$ cat src/rtl/zhang_cnn_acc_requant.sv
// Bias-seeded saturating accumulator with round/shift/clip/ReLU requantization.
// Latency 2 cycles from the last beat to out_valid; in_ready drops only when both SUM and OUT are full and OUT is stalled.
module zhang_cnn_acc_requant #(
  parameter int IN_W  = 32,
  parameter int ACC_W = 40,
  parameter int OUT_W = 16
) (
  input  logic             ap_clk,
  input  logic             ap_rst_n,
  input  logic [IN_W-1:0]  in_data,
  input  logic             in_valid,
  input  logic             in_last,
  output logic             in_ready,
  input  logic [31:0]      bias,
  input  logic [4:0]       shift,
  input  logic             relu_en,
  output logic [OUT_W-1:0] out_data,
  output logic             out_valid,
  input  logic             out_ready,
  output logic             acc_ovf
);

  localparam logic [ACC_W-1:0] L_ACC_MAX = {1'b0, {(ACC_W-1){1'b1}}};
  localparam logic [ACC_W-1:0] L_ACC_MIN = {1'b1, {(ACC_W-1){1'b0}}};
  localparam logic signed [ACC_W:0] L_OUT_MAX = {{(ACC_W+2-OUT_W){1'b0}}, {(OUT_W-1){1'b1}}};
  localparam logic signed [ACC_W:0] L_OUT_MIN = {{(ACC_W+2-OUT_W){1'b1}}, {(OUT_W-1){1'b0}}};

  logic             r_run;
  logic             r_in_win;
  logic [ACC_W-1:0] r_acc;
  logic [4:0]       r_shift;
  logic             r_relu;
  logic             r_sum_vld;
  logic [ACC_W-1:0] r_sum;
  logic [4:0]       r_sum_shift;
  logic             r_sum_relu;
  logic             r_out_vld;
  logic [OUT_W-1:0] r_out_dat;
  logic             r_ovf;

  logic                    w_fire;
  logic                    w_adv;
  logic [ACC_W:0]          w_base;
  logic [ACC_W:0]          w_dat_x;
  logic [ACC_W:0]          w_add;
  logic                    w_ovf;
  logic [ACC_W-1:0]        w_acc_nxt;
  logic [4:0]              w_shift;
  logic                    w_relu;
  logic [ACC_W:0]          w_half;
  logic signed [ACC_W:0]   w_rnd;
  logic signed [ACC_W:0]   w_shr;
  logic [OUT_W-1:0]        w_clip;
  logic [OUT_W-1:0]        w_req;

  assign in_ready  = r_run && (!r_sum_vld || !r_out_vld || out_ready);
  assign w_fire    = in_valid && in_ready;
  assign w_adv     = r_sum_vld && (!r_out_vld || out_ready);
  assign out_data  = r_out_dat;
  assign out_valid = r_out_vld;
  assign acc_ovf   = r_ovf;

  // The first beat of a window seeds from bias and takes the live config.
  assign w_base  = r_in_win ? {r_acc[ACC_W-1], r_acc}
                            : {{(ACC_W+1-32){bias[31]}}, bias};
  assign w_shift = r_in_win ? r_shift : shift;
  assign w_relu  = r_in_win ? r_relu  : relu_en;
  assign w_dat_x = {{(ACC_W+1-IN_W){in_data[IN_W-1]}}, in_data};
  assign w_add   = w_base + w_dat_x;
  assign w_ovf   = w_add[ACC_W] ^ w_add[ACC_W-1];

  always_comb begin
    w_acc_nxt = w_add[ACC_W-1:0];
    if (w_ovf) w_acc_nxt = w_add[ACC_W] ? L_ACC_MIN : L_ACC_MAX;
  end

  // One guard bit keeps the round-half-up add from wrapping at the accumulator limit.
  assign w_half = (r_sum_shift == 5'd0) ? '0
                : ({{ACC_W{1'b0}}, 1'b1} << (r_sum_shift - 5'd1));
  assign w_rnd  = $signed({r_sum[ACC_W-1], r_sum} + w_half);
  assign w_shr  = w_rnd >>> r_sum_shift;

  always_comb begin
    w_clip = w_shr[OUT_W-1:0];
    if (w_shr > L_OUT_MAX)      w_clip = L_OUT_MAX[OUT_W-1:0];
    else if (w_shr < L_OUT_MIN) w_clip = L_OUT_MIN[OUT_W-1:0];
    w_req = w_clip;
    if (r_sum_relu && w_clip[OUT_W-1]) w_req = '0;
  end

  always_ff @(posedge ap_clk or negedge ap_rst_n) begin
    if (!ap_rst_n) begin
      r_run       <= 1'b0;
      r_in_win    <= 1'b0;
      r_acc       <= '0;
      r_shift     <= '0;
      r_relu      <= 1'b0;
      r_sum_vld   <= 1'b0;
      r_sum       <= '0;
      r_sum_shift <= '0;
      r_sum_relu  <= 1'b0;
      r_out_vld   <= 1'b0;
      r_out_dat   <= '0;
      r_ovf       <= 1'b0;
    end else begin
      r_run <= 1'b1;
      if (w_fire) begin
        r_ovf <= r_ovf | w_ovf;
        if (in_last) begin
          r_sum       <= w_acc_nxt;
          r_sum_shift <= w_shift;
          r_sum_relu  <= w_relu;
          r_acc       <= '0;
          r_in_win    <= 1'b0;
        end else begin
          r_acc    <= w_acc_nxt;
          r_shift  <= w_shift;
          r_relu   <= w_relu;
          r_in_win <= 1'b1;
        end
      end
      if (w_fire && in_last) r_sum_vld <= 1'b1;
      else if (w_adv)        r_sum_vld <= 1'b0;
      if (w_adv) begin
        r_out_dat <= w_req;
        r_out_vld <= 1'b1;
      end else if (out_ready) begin
        r_out_vld <= 1'b0;
      end
    end
  end

endmodule

$ cat config.mk
export PLATFORM = sky130hd
export DESIGN_NAME = zhang_cnn_acc_requant
export DESIGN_NICKNAME = d
export VERILOG_FILES = /design/src/rtl/zhang_cnn_acc_requant.sv
export SDC_FILE = /design/constraint.sdc
export NUM_CORES = 1
export LEC_CHECK = 0
export BUFFER_PORTS_ARGS = -buffer_cell sky130_fd_sc_hd__buf_2
export CORE_MARGIN = 2
export CORE_UTILIZATION = 50
export CTS_CLUSTER_SIZE = 20
export DETAILED_ROUTE_END_ITERATION = 10
export GPL_TIMING_DRIVEN = 0
export PLACE_DENSITY = 0.71
export SYNTH_ARGS = -nofsm -noshare
export SYNTH_HDL_FRONTEND = slang
export SYNTH_SLANG_ARGS = --single-unit
export TNS_END_PERCENT = 1
$ cat constraint.sdc
create_clock -name ap_clk -period 11.92 [get_ports ap_clk]
set_clock_uncertainty 0.2 [all_clocks]
set_input_delay 0.596 -clock ap_clk [delete_from_list [all_inputs] [get_ports ap_clk]]
set_output_delay 0.596 -clock ap_clk [all_outputs]
set_load 0.02 [all_outputs]
==> metrics.txt, run 1 <==
Fmax=115.8 MHz; Final nets=1,893; RSZ-0062 raised after global routing=no; clk buf depth=2; DR WL/cell=23.60 um; Total GRT Usage=0.3702; I/O pins=94; initial drt markers=1,559; Setup TNS Final=0 ps; WP data arrival=8730 ps; maxcap violations=0; Avg Synthesized Cell Area=7.915 um^2; cell area after synthesis=12,900 um^2; final setup vio count=0; Area Overhead vs Synth=11.83%; Vias/cell=6.724; startpoint type of the worst setup path=register; die height=164.6 um; worst skew pair latency=420 ps; number of library cell types mapped by synthesis=98; Synthesized Nets=1,779; fin cells=2,088; Max Used Layer=met4; HPWL Detailed=39,150 um; Lkg Pwr=6.319 nW; top_reg_cell synth=dfrtp_1; Worst-Margin Slew=1003 ps; cell area power density=260.6 nW/um^2; met3 wire length=4245 um; # DRC=0; Core ar.=25,250 um^2; largest net degree at the start of global routing=77; Data required, critical path=12,010 ps; post-synth top area share=0.2192; max-slew violation count=0; crit path max fanout=10; drt pass-1 iters=6; initial antenna violation count=0; total congestion overflow=0; clock-pin slew on the worst setup and hold paths=60 ps; final wirelength=49,270 um; top cells by count, synth=179 x nand2_1, 142 x nor2_1, 113 x dfrtp_1, 101 x a21oi_1, 80 x o21ai_0; area of the multi-input gates=9489 um^2; Synth Instances=1,630; critical path type=reg2reg; Routed Antenna Nets=0; Final Hold Violating Endpoints=0; main area contributors after synthesis=dfrtp_1 22%, ha_1 7.0%, nand2_1 5.2%, a22o_1 4.5%, mux2_2 4.4%; dpl cells=2,054; Max IR drop VDD=0.1309 mV; IO buf count=93; vias in the first global route=13,520; Tcrit/Tclk final=0.7247; crit end category=register; post-synth top area cell=dfrtp_1; Async S/R FF share, synth=1.000; status=finished clean; row cnt=58; Starting Density=0.5109; Relative slew margins=0.3302; met2 WL=22,310 um; TritonCTS Buffers=17; register area=2828 um^2; Post-synth EDFFs=0; H-tree depth=4; first-pass GRT wire length=76,460 um; chip width=164.6 um; layout cell share with drive strength beyond 1=0.1406; Seq/Total Area, Yosys=0.2192; most common cell in the netlist=nand2_1; Syn. warnings=0; gpl congestion=0.9790; metal1 wirelength=20,410 um; clk sinks=113; FF+latch count, synth=113; vias after detailed routing=14,040; Final Critical Period=8638 ps; root buffer cell=clkbuf_16; # fillers=2,455; CTS tree=built; Hold WC Path Type=in2reg; postcts setup bufs=0; Die ar.=27,100 um^2; total power=3.760 mW
==> worst max-delay path, cell delays in order (launching register included) <==
cell and delay (ps):
dfrtp_1 530, clkbuf_1 520, buf_1 570, clkbuf_1 460
nand2_1 210, clkbuf_1 480, nor3_1 280, ha_1 230
inv_1 60, fa_1 410, nand2b_1 210, a21oi_1 280
o2111ai_1 230, a21oi_1 450, o21ai_1 360, xor2_1 570
a221oi_1 330, a2bb2oi_1 450, o221ai_1 460, nor4bb_1 370
a31oi_1 130, o21ai_2 300, buf_4 280, o211ai_1 110
==> cell families after synthesis <==
logic type | after synthesis | synth area share
AO/OA/AOI/OAI | 574 | 0.3243
XOR/XNOR | 55 | 0.03734
adder cells (fa/ha/maj) | 76 | 0.07448
buffers and inverters | 145 | 0.04578
flip-flops | 113 | 0.2192
multiplexers | 97 | 0.08593
other | 2 | 0.0005821
AND/OR/NAND/NOR | 568 | 0.2124
==> final timing paths <==
check                                                end                  startpoint  slack (ps)  cells after the start
worst max-delay path             out_data[4]$_DFFE_PN0P_  r_sum_shift[0]$_DFFE_PN0P_        3280                     23
worst min-delay path              r_shift[0]$_DFFE_PN0P_                    shift[0]         230                      2
worst max register to register   out_data[4]$_DFFE_PN0P_  r_sum_shift[0]$_DFFE_PN0P_        3280                     23
worst min register to register     r_acc[36]$_DFFE_PN0P_       r_acc[36]$_DFFE_PN0P_         290                      2
max in group asynchronous       out_data[12]$_DFFE_PN0P_                    ap_rst_n       10350                      3
min in group asynchronous          r_acc[23]$_DFFE_PN0P_                    ap_rst_n         450                      2
==> placed cells by master (no fill, tap or decap), types with 50 or more instances in the layout <==
cell / n
buf_2: 105
ha_1: 72
mux2_2: 50
dfrtp_1: 113
clkbuf_1: 72
nand2_1: 179
a21oi_1: 101
nor2_1: 142
a22o_1: 66
o21ai_0: 80
==> where the power goes <==
group / total, mW / switching [mW] / internal, mW
clock network: 0.519 / 0.203 / 0.316
logic: 2.56 / 1.63 / 0.930
registers: 0.684 / 0.140 / 0.543
==> what timing repair did <==
item                                   CTS  global route
setup endpoints to repair                0             0
hold buffers                             1             0
gates resized for setup                  0             0
endpoints found under the hold margin   37             0
==> flip-flops by register name (all words and copies together) (netlist names) <==
name and flops:
r_sum_vld 1, r_relu 1, r_shift 5, r_sum_shift 5, r_sum_relu 1, r_sum 40, acc_ovf 1, r_run 1
r_in_win 1, out_data 16, r_acc 40, out_valid 1
==> metal layers <==
layer,vias to the layer above,track usage
li1,6451,-
met5,-,0
met2,714,0.5949
met3,154,0.06755
met4,0,0.1794
met1,6721,0.4803
==> final cells by class <==
class / instances / share of cell area
clock inverter: 14 / 0.01084
multi-input combinational: 1372 / 0.6577
antenna: 1 / 0.0001734
timing repair buffer: 95 / 0.03530
inverter: 35 / 0.009106
clock buffer: 18 / 0.03044
sequential: 113 / 0.1960
tap: 330 / 0.02862
buffer: 110 / 0.03183
==> stage by stage <==
step / worst slack (ps) / hold WS, ps / instance area (um^2) / utilization
floorplan: 6085 / 100.4 / 12900 / -
global placement: 2845 / 267.8 / 13780 / 0.5456
detailed placement: 3739 / 279.7 / 13820 / 0.5472
CTS: 3695 / 215.5 / 14430 / 0.5712
global route: 2938 / 221.7 / 14430 / 0.5712
finish: 3282 / 229.1 / 14430 / 0.5713
No activity file was read; power rests on OpenSTA's default activity.
==> inputs of run 2 (changes only) <==
- PLACE_DENSITY: 0.71 -> 0.74
- clock period: 11.92 -> 7.6 ns (I/O delays scaled with it)
==> run 2 against run 1 <==
Utilization grew 0.61 points. Flip-flop and latch count unchanged. Highest routed layer unchanged. First-iteration DRC count fell by 13%. Non-clock buffer count stayed put. Via count shrank 0.28%. Critical path type unchanged. Clock-buffer cell count increased by 3. Sequential share of layout area decreased by 0.21 points. Largest power group unchanged. Setup slack worse by 3100 ps. Die area is the same.
==> metrics.txt, run 2 (synthesis results as in run 1) <==
WP data arrival=7540 ps (-1190 ps); vias after detailed routing=14,000 (-0.28%); H-tree depth=4 (unchanged); max-slew violation count=0 (unchanged); startpoint type of the worst setup path=register; Area Overhead vs Synth=13.03%; Routed Antenna Nets=0 (unchanged); Worst-Margin Slew=877.1 ps (-125.6 ps); Data required, critical path=7730 ps (-4280 ps); total congestion overflow=0 (unchanged); chip width=164.6 um (unchanged); maxcap violations=0 (unchanged); n_diodes=0 (-1); sequential power share=0.182 (about the same); RSZ-0062 raised after global routing=no; critical path type=reg2reg; # DRC=0 (unchanged); row cnt=58 (unchanged); Psw=3.093 mW (+57%); postcts setup bufs=0 (unchanged); Levels on crit path=23 (unchanged); clk sinks=113 (unchanged); die height=164.6 um (unchanged); Clock power frac=0.138 (about the same); cell area power density=408.6 nW/um^2 (+57%); final instance area=14,580 um^2 (+1.1%); I/O pins=94 (unchanged); WP buf/inv=6 (unchanged); status=finished clean; Total GRT Usage=0.3715 (+0.001358); Vias/cell=6.711 (-0.19%); Post-Place Cell Area=13,820 um^2 (about the same); worst skew pair latency=430 ps (about the same); CP peak stage delay=520 ps (-50 ps); drt pass-1 iters=6 (unchanged); Starting Density=0.5109 (unchanged); initial drt markers=1,351 (-13%); crit-path cells=clkbuf_2, buf_2, clkbuf_2, nand2_1, clkbuf_2, nor3_1, ha_1, inv_1, fa_1, nand2b_1, a21o_1, a211o_1, a21oi_1, mux2i_2, nand3_1, nand4_1, o2111ai_1, a211oi_2, or4b_1, nor4b_2, o211ai_2, buf_6, o211ai_2; Setup TNS Final=0 ps (unchanged); Slowest-stage cell, CP=dfrtp_1; HPWL Detailed=39,680 um (+1.4%); WHS Path Cells=2 (unchanged); clk buf depth=2 (unchanged); layout cell share with drive strength beyond 1=0.1606 (+0.02001); CTS tree=built; Comb pwr share=0.680 (about the same); Reg2Reg Depth=23 (unchanged); Core ar.=25,250 um^2 (unchanged); final wirelength=49,920 um (+1.3%); Final Hold Violating Endpoints=0 (unchanged); vias in the first global route=13,460 (-0.48%); Tcrit/Tclk final=0.9747 (+0.2500); first-pass GRT wire length=76,870 um (+0.53%); crit end category=register; largest net degree at the start of global routing=58 (-25%); critical path's most frequent cell=clkbuf_2; Relative slew margins=0.4141 (+0.08384); Switching Share=0.5191 (-0.005127); crit path max fanout=10 (unchanged); most common cell after layout, fill and taps aside=nand2_1; Fmax=135.0 MHz (+17%); commonest cells after routing, fill and taps aside=179 x nand2_1, 142 x nor2_1, 113 x dfrtp_1, 109 x buf_2, 100 x a21oi_1; kind of cell adding the most delay to the critical path=compound AO/OA/AOI/OAI gates; Die ar.=27,100 um^2 (unchanged); # fillers=2,370 (-3.5%); Lkg Pwr=6.422 nW (+1.6%); Final Critical Period=7408 ps (-1230 ps); Final nets=1,893 (unchanged); final setup vio count=0 (unchanged); Hold WC Path Type=in2reg; gpl congestion=0.9960 (+1.7%); IO buf count=93 (unchanged); DR WL/cell=23.93 um (+1.4%); Max IR drop VDD=0.2387 mV (+82%); initial antenna violation count=0 (unchanged); TritonCTS Buffers=17 (unchanged); clock-pin slew on the worst setup and hold paths=50 ps (about the same); root buffer cell=clkbuf_16; Pint=2.865 mW (+60%)
[run 2: changes by cell type in the layout (fill, tap and decap cells not counted), sizes merged]
cell,previous run,this run
diode,1,0
clkbuf,90,93
bufinv,2,3
clkinv,4,3
dlygate4sd3,1,3
inv,39,35
buf,132,129
clkdlybuf4s15,0,1
[run 2: worst paths after layout]
path	startpoint	to	slack, ps
max	r_sum_shift[0]$_DFFE_PN0P_	out_data[6]$_DFFE_PN0P_	190
min	relu_en	r_relu$_DFFE_PN0P_	10
max reg2reg	r_sum_shift[0]$_DFFE_PN0P_	out_data[6]$_DFFE_PN0P_	190
min reg2reg	acc_ovf$_DFFE_PN0P_	acc_ovf$_DFFE_PN0P_	290
max in group asynchronous	ap_rst_n	out_data[6]$_DFFE_PN0P_	6030
min in group asynchronous	ap_rst_n	r_acc[22]$_DFFE_PN0P_	390
[run 2: metrics by stage]
| stage | instances | util | setup WS (ps) | hold slack (ps) | total power [mW] |
|---|---|---|---|---|---|
| floorplan | 1630 | - | 1765 | -115.6 | 3.780 |
| global placement | 2053 | 0.5456 | -1301 | 268.0 | 4.920 |
| detailed placement | 2055 | 0.5471 | -805.9 | 261.3 | 4.950 |
| CTS | 2088 | 0.5743 | 1.915 | 2.722 | 5.817 |
| global route | 2086 | 0.5774 | 4.431 | 6.665 | 6.311 |
| finish | 2086 | 0.5774 | 192.3 | 14.75 | 5.958 |
[run 2: power groups by stage]
stage | Combinational (mW) | Sequential, mW | Clock, mW
2_1_floorplan | 2.76 | 1.02 | 0
3_3_place_gp | 3.85 | 1.07 | 0
3_5_place_dp | 3.88 | 1.07 | 0
4_1_cts | 3.92 | 1.07 | 0.828
5_1_grt | 4.36 | 1.10 | 0.852
6_report | 4.05 | 1.09 | 0.820
[run 2: what timing repair did]
item	CTS	global route
hold endpoints to repair	58	0
setup endpoints to repair	15	15
gates resized for setup	17	33
hold buffers	3	0
pin swaps	0	0
[run 2: metal layers]
layer / global-route usage / wire length (um)
met4: 0.2012 / 2818
met3: 0.06128 / 4052
met2: 0.6061 / 22620
met1: 0.4704 / 20430
met5: 0 / 0
[run 2: cell type report]
cell class | count | area [um^2] | area share
tap | 330 | 412.9 | 0.02831
buffer | 107 | 476.7 | 0.03269
timing repair buffer | 98 | 530.5 | 0.03638
multi-input combinational | 1372 | 9608 | 0.6589
clock inverter | 10 | 135.1 | 0.009266
inverter | 35 | 131.4 | 0.009009
sequential | 113 | 2828 | 0.1939
clock buffer | 21 | 460.4 | 0.03157
[run 2: worst reg2reg max path, delay by kind of cell, from the launching register on]
kind,cells,cell delay (ps)
AND/OR/NAND/NOR,7,1890
adder cells (fa/ha/maj),2,630
flip-flops,1,520
buffers and inverters,6,1710
multiplexers,1,430
AO/OA/AOI/OAI,7,1940
